[config.mk]
export PLATFORM = sky130hd
export DESIGN_NAME = pipe_hazard_unit
export DESIGN_NICKNAME = d
export VERILOG_FILES = /design/src/rtl/pipe_hazard_unit.sv
export SDC_FILE = /design/constraint.sdc
export NUM_CORES = 1
export LEC_CHECK = 0
export BUFFER_PORTS_ARGS = -buffer_cell sky130_fd_sc_hd__buf_4
export CAP_MARGIN = 25
export CORE_AREA = 2 2 86 88
export DETAILED_ROUTE_END_ITERATION = 8
export DIE_AREA = 0 0 88 90
export PLACE_DENSITY = 0.86
export RECOVER_POWER = 25
export SYNTH_ARGS = -nofsm -noshare
export SYNTH_HDL_FRONTEND = slang
export SYNTH_SLANG_ARGS = --single-unit
[constraint.sdc]
create_clock -name clk -period 1.8 [get_ports clk]
set_clock_uncertainty 0.05 [all_clocks]
set_input_delay 0.27 -clock clk [delete_from_list [all_inputs] [get_ports clk]]
set_output_delay 0.27 -clock clk [all_outputs]
set_load 0.01 [all_outputs]
[src/rtl/pipe_hazard_unit.sv]
// Hazard, forwarding and stall control for the five-stage pipeline.
// Tracks destinations of ID/EX, EX/MEM and MEM/WR in a shadow scoreboard.
module pipe_hazard_unit #(
    parameter int REG_AW  = 5,
    parameter int MEM_LAT = 1,
    parameter int CNT_W   = 16
) (
    input  logic              clk,
    input  logic              rst_n,
    input  logic              id_valid,
    input  logic [REG_AW-1:0] id_rs,
    input  logic [REG_AW-1:0] id_rt,
    input  logic              id_uses_rs,
    input  logic              id_uses_rt,
    input  logic [REG_AW-1:0] id_rw,
    input  logic              id_regwr,
    input  logic              id_load,
    input  logic              id_store,
    input  logic              ex_br_taken,
    output logic              hold_if,
    output logic              hold_id,
    output logic              hold_mem,
    output logic              bubble_ex,
    output logic              flush_ifid,
    output logic              flush_idex,
    output logic [1:0]        fwd_a,
    output logic [1:0]        fwd_b,
    output logic [CNT_W-1:0]  stall_cnt,
    output logic [CNT_W-1:0]  flush_cnt
);

    typedef struct packed {
        logic              valid;
        logic [REG_AW-1:0] rw;
        logic              regwr;
        logic              load;
        logic              mem_op;
    } ent_t;

    localparam logic [2:0] C_FRZ = 3'(MEM_LAT - 1);

    ent_t              r_ex;
    ent_t              r_mem;
    ent_t              r_wb;
    logic [REG_AW-1:0] r_ex_rs;
    logic [REG_AW-1:0] r_ex_rt;
    logic              r_ex_urs;
    logic              r_ex_urt;
    logic [2:0]        r_fcnt;
    logic [CNT_W-1:0]  r_stall;
    logic [CNT_W-1:0]  r_flush;

    ent_t w_id_ent;
    logic w_frz;
    logic w_br;
    logic w_lu_raw;
    logic w_lu;
    logic w_flush;
    logic w_unused;

    function automatic logic [1:0] fsel(
        input ent_t              m,
        input ent_t              w,
        input logic [REG_AW-1:0] src,
        input logic              u
    );
        logic [1:0] s;
        s = 2'b00;
        if (u && m.valid && m.regwr && !m.load
            && (m.rw != '0) && (m.rw == src))
            s = 2'b01;
        else if (u && w.valid && w.regwr
                 && (w.rw != '0) && (w.rw == src))
            s = 2'b10;
        return s;
    endfunction

    assign w_id_ent = '{
        valid:  id_valid,
        rw:     id_rw,
        regwr:  id_regwr,
        load:   id_load,
        mem_op: id_load | id_store
    };

    assign w_frz = (r_fcnt != 3'd0);
    // Gated by reset so a held branch input cannot leak out during reset
    assign w_br  = rst_n & ex_br_taken;

    assign w_lu_raw = r_ex.valid & r_ex.load & (r_ex.rw != '0)
                    & id_valid
                    & ((id_uses_rs & (id_rs == r_ex.rw))
                     | (id_uses_rt & (id_rt == r_ex.rw)));

    assign w_flush = w_br & ~w_frz;
    assign w_lu    = w_lu_raw & ~w_frz & ~w_br;

    assign hold_if    = w_frz | w_lu;
    assign hold_id    = w_frz | w_lu;
    assign hold_mem   = w_frz;
    assign bubble_ex  = w_lu;
    assign flush_ifid = w_flush;
    assign flush_idex = w_flush;

    assign fwd_a = r_ex.valid ? fsel(r_mem, r_wb, r_ex_rs, r_ex_urs) : 2'b00;
    assign fwd_b = r_ex.valid ? fsel(r_mem, r_wb, r_ex_rt, r_ex_urt) : 2'b00;

    assign stall_cnt = r_stall;
    assign flush_cnt = r_flush;

    assign w_unused = ^{r_wb.load, r_wb.mem_op};

    always_ff @(negedge clk or negedge rst_n) begin
        if (!rst_n) begin
            r_ex     <= '0;
            r_mem    <= '0;
            r_wb     <= '0;
            r_ex_rs  <= '0;
            r_ex_rt  <= '0;
            r_ex_urs <= 1'b0;
            r_ex_urt <= 1'b0;
            r_fcnt   <= 3'd0;
        end else if (w_frz) begin
            r_fcnt <= r_fcnt - 3'd1;
        end else begin
            r_wb  <= r_mem;
            r_mem <= r_ex;
            if (w_flush || w_lu) begin
                r_ex     <= '0;
                r_ex_rs  <= '0;
                r_ex_rt  <= '0;
                r_ex_urs <= 1'b0;
                r_ex_urt <= 1'b0;
            end else begin
                r_ex     <= w_id_ent;
                r_ex_rs  <= id_rs;
                r_ex_rt  <= id_rt;
                r_ex_urs <= id_uses_rs;
                r_ex_urt <= id_uses_rt;
            end
            // A memory op entering EX/MEM starts its freeze window
            if (r_ex.valid && r_ex.mem_op)
                r_fcnt <= C_FRZ;
        end
    end

    always_ff @(negedge clk or negedge rst_n) begin
        if (!rst_n) begin
            r_stall <= '0;
            r_flush <= '0;
        end else begin
            if ((w_frz || w_lu) && !(&r_stall))
                r_stall <= r_stall + 1'b1;
            if (w_flush && !(&r_flush))
                r_flush <= r_flush + 1'b1;
        end
    end

endmodule

# After elaboration in Yosys (flattened, before gate mapping)

Cells that the tools add are included.

$add $sub $neg: 3
Eq/ne operators: 6
Mux-type cells: 13
Bitwise logic cells: 15
Reductions and logical operators: 33

Operators with widths:

| operator                                                           | number |
|---|---|
| 16-bit by 1-bit adder with 16-bit output, second input constant    | 2 |
| 16-bit AND reduction                                               | 2 |
| 5-bit equality test                                                | 6 |
| 1-bit logical AND                                                  | 21 |
| 5-bit nonzero test                                                 | 3 |
| 2-bit 2-to-1 mux                                                   | 6 |
| 1-bit bitwise AND                                                  | 10 |
| 5-bit 2-to-1 mux                                                   | 2 |
| 9-bit 2-to-1 mux                                                   | 1 |
| 3-bit 2-to-1 mux                                                   | 2 |
| 1-bit logical NOT                                                  | 3 |
| 1-bit OR                                                           | 3 |
| 3-bit nonzero test                                                 | 1 |
| 3-bit by 1-bit subtractor with 3-bit output, second input constant | 1 |
| 1-bit logical OR                                                   | 2 |
| 1-bit 2-to-1 mux                                                   | 2 |
| 1-bit inverter                                                     | 2 |
| 2-bit nonzero test                                                 | 1 |

Register bits after elaboration: 71
Bits of input ports: 24

# Logic depth before layout (Yosys ltp)

Gate-level depths: netlist (run 1).

Depth in word-level cells: 8
Mapped depth: 9
Gate-level depth less buffers: 8

==> results.toml, run 1 <==
[cells_and_area]
antenna_cells = 0
fin_nets = 510
drive_gt1_share_pct = 56.3
syn2layout_area_growth_pct = 69.4
fin_area_sq_um = 5810
final_cell_mix = "123 x buf_4, 71 x dfrtn_1, 50 x buf_6"
nFillCells = 341
mostFrequentLayoutCell = "buf_4"
final_cells = 586

[detailed_routing]
firstDrtPassIters = 5
routed-via-count = 3237
drc = 0
routed_via_density = 5.52
postRouteAntennaNets = 0
drt_iter0_drc = 192
drt-wirelength-per-cell_um = 20.4
routed_wl_um = 12000

[power]
leakage_nw = 2.91
powerDensity_nw_per_um2 = 710
ir_drop_v = 0.000593
finalPower_mw = 4.13

[worst_setup_path]
required_ns = 1.48
arrival_ns = 2.85
crit_path_max_fanout = 4
start_kind = "flip-flop"
end_kind = "output port"
critical_path_class = "reg2out"

[timing]
fin_ws_ns = -1.37
slew_headroom_pct = 57.1
tns_ns = -61.92
maxSlewViolCount = 0
finalSetupViolations = 96
worst_slew_pin_slew_ns = 0.643
hold_viol = 0
rsz0062_at_grt = "true"

[placed_design]
io_buffers = 65
dpl_cell_area_sq_um = 4660
routabilityCongestion = 0.934
place_ws_ns = -1.06
placed_cells = 527
hpwl_um = 6090

[clock_tree]
clock-sinks = 71
cts_tree = "done"
clk_pin_slew_worst_paths_ns = 0.06
htree_levels = 3
cts.path.max_buffers = 2
cts_root_buffer = "clkbuf_8"
cts_buffers = 9
insertion_delay_ns = 0.33

[global_route]
met2_usage_pct = 51.5
groute.layer.met1.usage_pct = 35.1
antenna_found_initial = 0
grt-ovfl-total = 0
grt_max_degree = 72
busiest_layer = "met2"
grt_use_met3_pct = 5.51
grt_use_total_pct = 29.8
grt_pass1_vias = 3509
grt_first_pass_wirelength_um = 17800

[worst_hold_path]
hp-class = "reg2reg"

[logic_synthesis]
synth_cells = 297
synth.net_count = 325
synthDistinctLibCells = 38
ys_seq_area_share_pct = 51.8
ys_ff_latch = 71
synth_area_sq_um = 3430
synth_warnings = 0
synth_area_per_cell_sq_um = 11.5

[floorplan]
initial_utilization_pct = 48.9
die-area_sq_um = 7920
die_x_um = 88
coreArea_sq_um = 7020
pin_count = 66
num_rows = 31
chipHeight_um = 90

[run]
drv_cap = 0

[run_status]
status = "finished, violations left"
violations = "negative setup slack"
flip-flops by register name, summed over array words and instances, names as in the netlist:
signal     count
r_ex_urt       1
flush_cnt     16
r_wb           7
r_ex           9
stall_cnt     16
r_fcnt         3
r_ex_urs       1
r_mem          8
r_ex_rs        5
r_ex_rt        5
cell usage after synthesis, drive strengths merged:
cell	count	area, sq um
o22ai	1	12.5
nor4b	2	17.5
xor2	34	298
o22a	1	8.76
a21oi	5	36.3
a22o	20	175
nor4	7	50.1
nor3b	3	22.5
a311oi	1	8.76
inv	7	26.3
buf	7	45.0
dfrtn	71	1780
o21ai	6	30.0
o2111ai	1	8.76
and2	3	18.8
mux2	18	203
and4	2	17.5
xnor2	25	219
ha	4	50.1
nor2	11	43.8
nand2	16	60.1
and3	9	56.3
a31oi	1	12.5
nor3	7	40.0
or2	1	8.76
o31ai	1	7.51
or4	3	22.5
nand3	23	115
nand4	5	31.3
clkbuf	2	7.51
cells by family (layout without fill, tap and decap cells):
family / after synthesis / count (layout) / synth area share, %
and+or+nand+nor: 92 / 92 / 14.7
DFF: 71 / 71 / 51.8
xor gates and xnor gates: 59 / 59 / 15.1
AOI/OAI and AO/OA: 37 / 37 / 8.76
muxes: 18 / 18 / 5.91
buffers and inverters: 16 / 206 / 2.30
adders and majority gates: 4 / 4 / 1.46
per-stage QoR:
step	util [%]	hold WS [ns]
6_report	82.7	0.405
5_1_grt	82.7	0.420
4_1_cts	79.8	0.389
3_5_place_dp	66.4	0.369
3_3_place_gp	66.4	0.356
2_1_floorplan	-	0.365
worst max-delay path: stages, from the launching register on:
cell and delay [ns]:
dfrtn_1 0.47, buf_6 0.16, xnor2_2 0.12, nand4_1 0.23, o22ai_4 0.25, a21oi_4 0.10
buf_6 0.13, inv_4 0.06, buf_6 0.09
metal layers:
metal	part of all wire, %	vias up
met2	52	137
met1	38	1619
met4	4.5	0
li1	-	1432
met5	0	-
met3	4.6	49
area by class of cell:
cell class / count / area [sq um] / area share, %
timing repair buffer: 183 / 1690 / 29.1
tap: 99 / 124 / 2.13
multi-input combinational: 210 / 1990 / 34.2
clock buffer: 12 / 145 / 2.50
inverter: 7 / 38.8 / 0.668
sequential: 71 / 1780 / 30.6
clock inverter: 4 / 45.0 / 0.775
timing repair:
item	in CTS	in global routing
resized for setup	97	35
hold buffers	0	0
endpoints found under the setup margin	168	172
setup buffers	28	14
gates cloned	4	0
pin swaps	56	25
path summary, 6_finish.rpt:
path                                          start                       end  slack [ns]  depth (start not counted)
max                             r_ex[5]$_DFFE_NN0P_                   hold_id       -1.37                          8
min                        stall_cnt[9]$_DFFE_NN0P_  stall_cnt[9]$_DFFE_NN0P_        0.40                          1
max reg2reg                     r_ex[5]$_DFFE_NN0P_  stall_cnt[1]$_DFFE_NN0P_       -0.56                          9
min reg2reg                stall_cnt[9]$_DFFE_NN0P_  stall_cnt[9]$_DFFE_NN0P_        0.40                          1
max in group asynchronous                     rst_n      r_ex_urs$_DFFE_NN0P_        0.16                          3
min in group asynchronous                     rst_n       r_wb[3]$_DFFE_NN0P_        1.08                          3
where the power goes:
group / switching, mW / leakage [nW] / total (mW) / internal [mW]
registers: 0.120 / 0.916 / 1.85 / 1.73
logic: 0.434 / 1.90 / 0.986 / 0.552
clock network: 0.617 / 0.100 / 1.29 / 0.673
total: 1.17 / 2.91 / 4.13 / 2.95
(Power assumes the default switching activity.)
==> inputs of run 2 (changes only) <==
REMOVE_ABC_BUFFERS = 1   (was not set)
==> results.toml, run 2 (same netlist as run 1, synthesis figures left out) <==
[run_status]
status = "finished, violations left"
violations = "negative setup slack"

[timing]
slew_headroom_pct = 57.0
worst_slew_pin_slew_ns = 0.645
fin_ws_ns = -1.33
finalSetupViolations = 112
rsz0062_at_grt = "true"
hold_viol = 0
tns_ns = -57.85
maxSlewViolCount = 0

[floorplan]
die_x_um = 88
die-area_sq_um = 7920
coreArea_sq_um = 7020
pin_count = 66
num_rows = 31
chipHeight_um = 90
initial_utilization_pct = 48.9

[power]
leakage_nw = 2.92
power_frac_clock_pct = 34.0
ir_drop_v = 0.000748
finalPower_mw = 4.35
swShare_pct = 30.0
powerDensity_nw_per_um2 = 749
internal_power_mw = 3.04
comb_power_share_pct = 23.6
p_switching_mw = 1.30
seqPwrFrac_pct = 42.4

[cells_and_area]
drive_gt1_share_pct = 58.8
final_cell_mix = "146 x buf_4, 71 x dfrtn_1, 43 x buf_6"
fin_area_sq_um = 5810
syn2layout_area_growth_pct = 69.4
fin_nets = 523
mostFrequentLayoutCell = "buf_4"
antenna_cells = 0
multi_input_area_sq_um = 1980
layout.area.seq_sq_um = 1780
final_cells = 599
nFillCells = 303

[detailed_routing]
routed_wl_um = 14300
firstDrtPassIters = 5
routed_via_density = 5.94
drt-wirelength-per-cell_um = 23.8
drt_iter0_drc = 272
postRouteAntennaNets = 0
drc = 0
routed-via-count = 3561

[global_route]
grt_first_pass_wirelength_um = 17900
grt_pass1_vias = 3383
grt_use_total_pct = 30.1
antenna_found_initial = 0
grt_max_degree = 72
grt-ovfl-total = 0

[worst_setup_path]
required_ns = 1.48
end_kind = "output port"
start_kind = "flip-flop"
crit_path_max_fanout = 5
arrival_ns = 2.81
reg2reg_slack_ns = -0.53
critical_path_class = "reg2out"

[clock_tree]
clk_pin_slew_worst_paths_ns = 0.06
insertion_delay_ns = 0.34
cts.path.max_buffers = 2
cts_buffers = 9
cts_root_buffer = "clkbuf_8"
cts_tree = "done"
clock-sinks = 71
htree_levels = 3

[worst_hold_path]
hp-class = "reg2reg"

[placed_design]
routabilityCongestion = 0.838
dpl_cell_area_sq_um = 4600
hpwl_um = 6020
io_buffers = 65
place_ws_ns = -1.09
placed_cells = 532

[run]
drv_cap = 0
==> run 2: cell count changes in the layout (fill, tap and decap cells not counted), sizes merged <==
cell      before  now
clkbuf        14   12
bufinv         1    2
buf          180  193
bufbuf         1    0
clkinvlp       0    2
==> run 2: power by group through the flow <==
stage               clock network [mW]  logic [mW]  registers [mW]
global placement                     0       0.670            1.85
detailed placement                   0       0.691            1.86
global route                      1.54        1.07            1.85
floorplan                            0       0.226            1.91
CTS                               1.42       0.854            1.82
finish                            1.48        1.03            1.85
==> run 2: layout make-up <==
type,count,area share (%)
timing repair buffer,196,28.9
inverter,7,0.538
multi-input combinational,210,34.1
clock inverter,7,1.68
clock buffer,9,2.13
tap,99,2.13
sequential,71,30.6
==> run 2: path summary, 6_finish.rpt <==
check / from / end / cells after the start
worst min register to register: stall_cnt[9]$_DFFE_NN0P_ / stall_cnt[9]$_DFFE_NN0P_ / 1
worst max register to register: r_fcnt[1]$_DFFE_NN0P_ / flush_cnt[15]$_DFFE_NN0P_ / 12
worst max-delay path: r_ex[7]$_DFFE_NN0P_ / hold_id / 7
max in group asynchronous: rst_n / stall_cnt[11]$_DFFE_NN0P_ / 3
worst min-delay path: stall_cnt[9]$_DFFE_NN0P_ / stall_cnt[9]$_DFFE_NN0P_ / 1
min in group asynchronous: rst_n / r_fcnt[2]$_DFFE_NN0P_ / 3
==> run 2: worst max-delay path, stage by stage, from the launching register on <==
cell and delay (ns):
dfrtn_1 0.56, xnor2_2 0.16, nand4_1 0.17, o22ai_2 0.24, buf_4 0.17, a21oi_4 0.06
inv_2 0.09, buf_6 0.10
==> run 2: stage by stage <==
step	util, %	hold WS [ns]
2_1_floorplan	-	0.365
3_3_place_gp	65.5	0.382
3_5_place_dp	65.5	0.385
4_1_cts	77.3	0.417
5_1_grt	82.8	0.436
6_report	82.8	0.393
==> run 2: what timing repair did <==
item | 4_1_cts | 5_1_grt
pin swaps | 49 | 33
gates cloned | 0 | 2
buffers inserted | 31 | 21
gates resized for setup | 86 | 57
hold buffers | 0 | 0
setup endpoints to repair | 98 | 168
==> run 2: metal layers <==
layer,part of all wire (%),vias up,global-route usage (%)
met4,5.1,0,10.1
li1,-,1453,-
met3,8.3,63,6.06
met2,51,236,51.9
met5,0,-,0
met1,36,1809,37.0
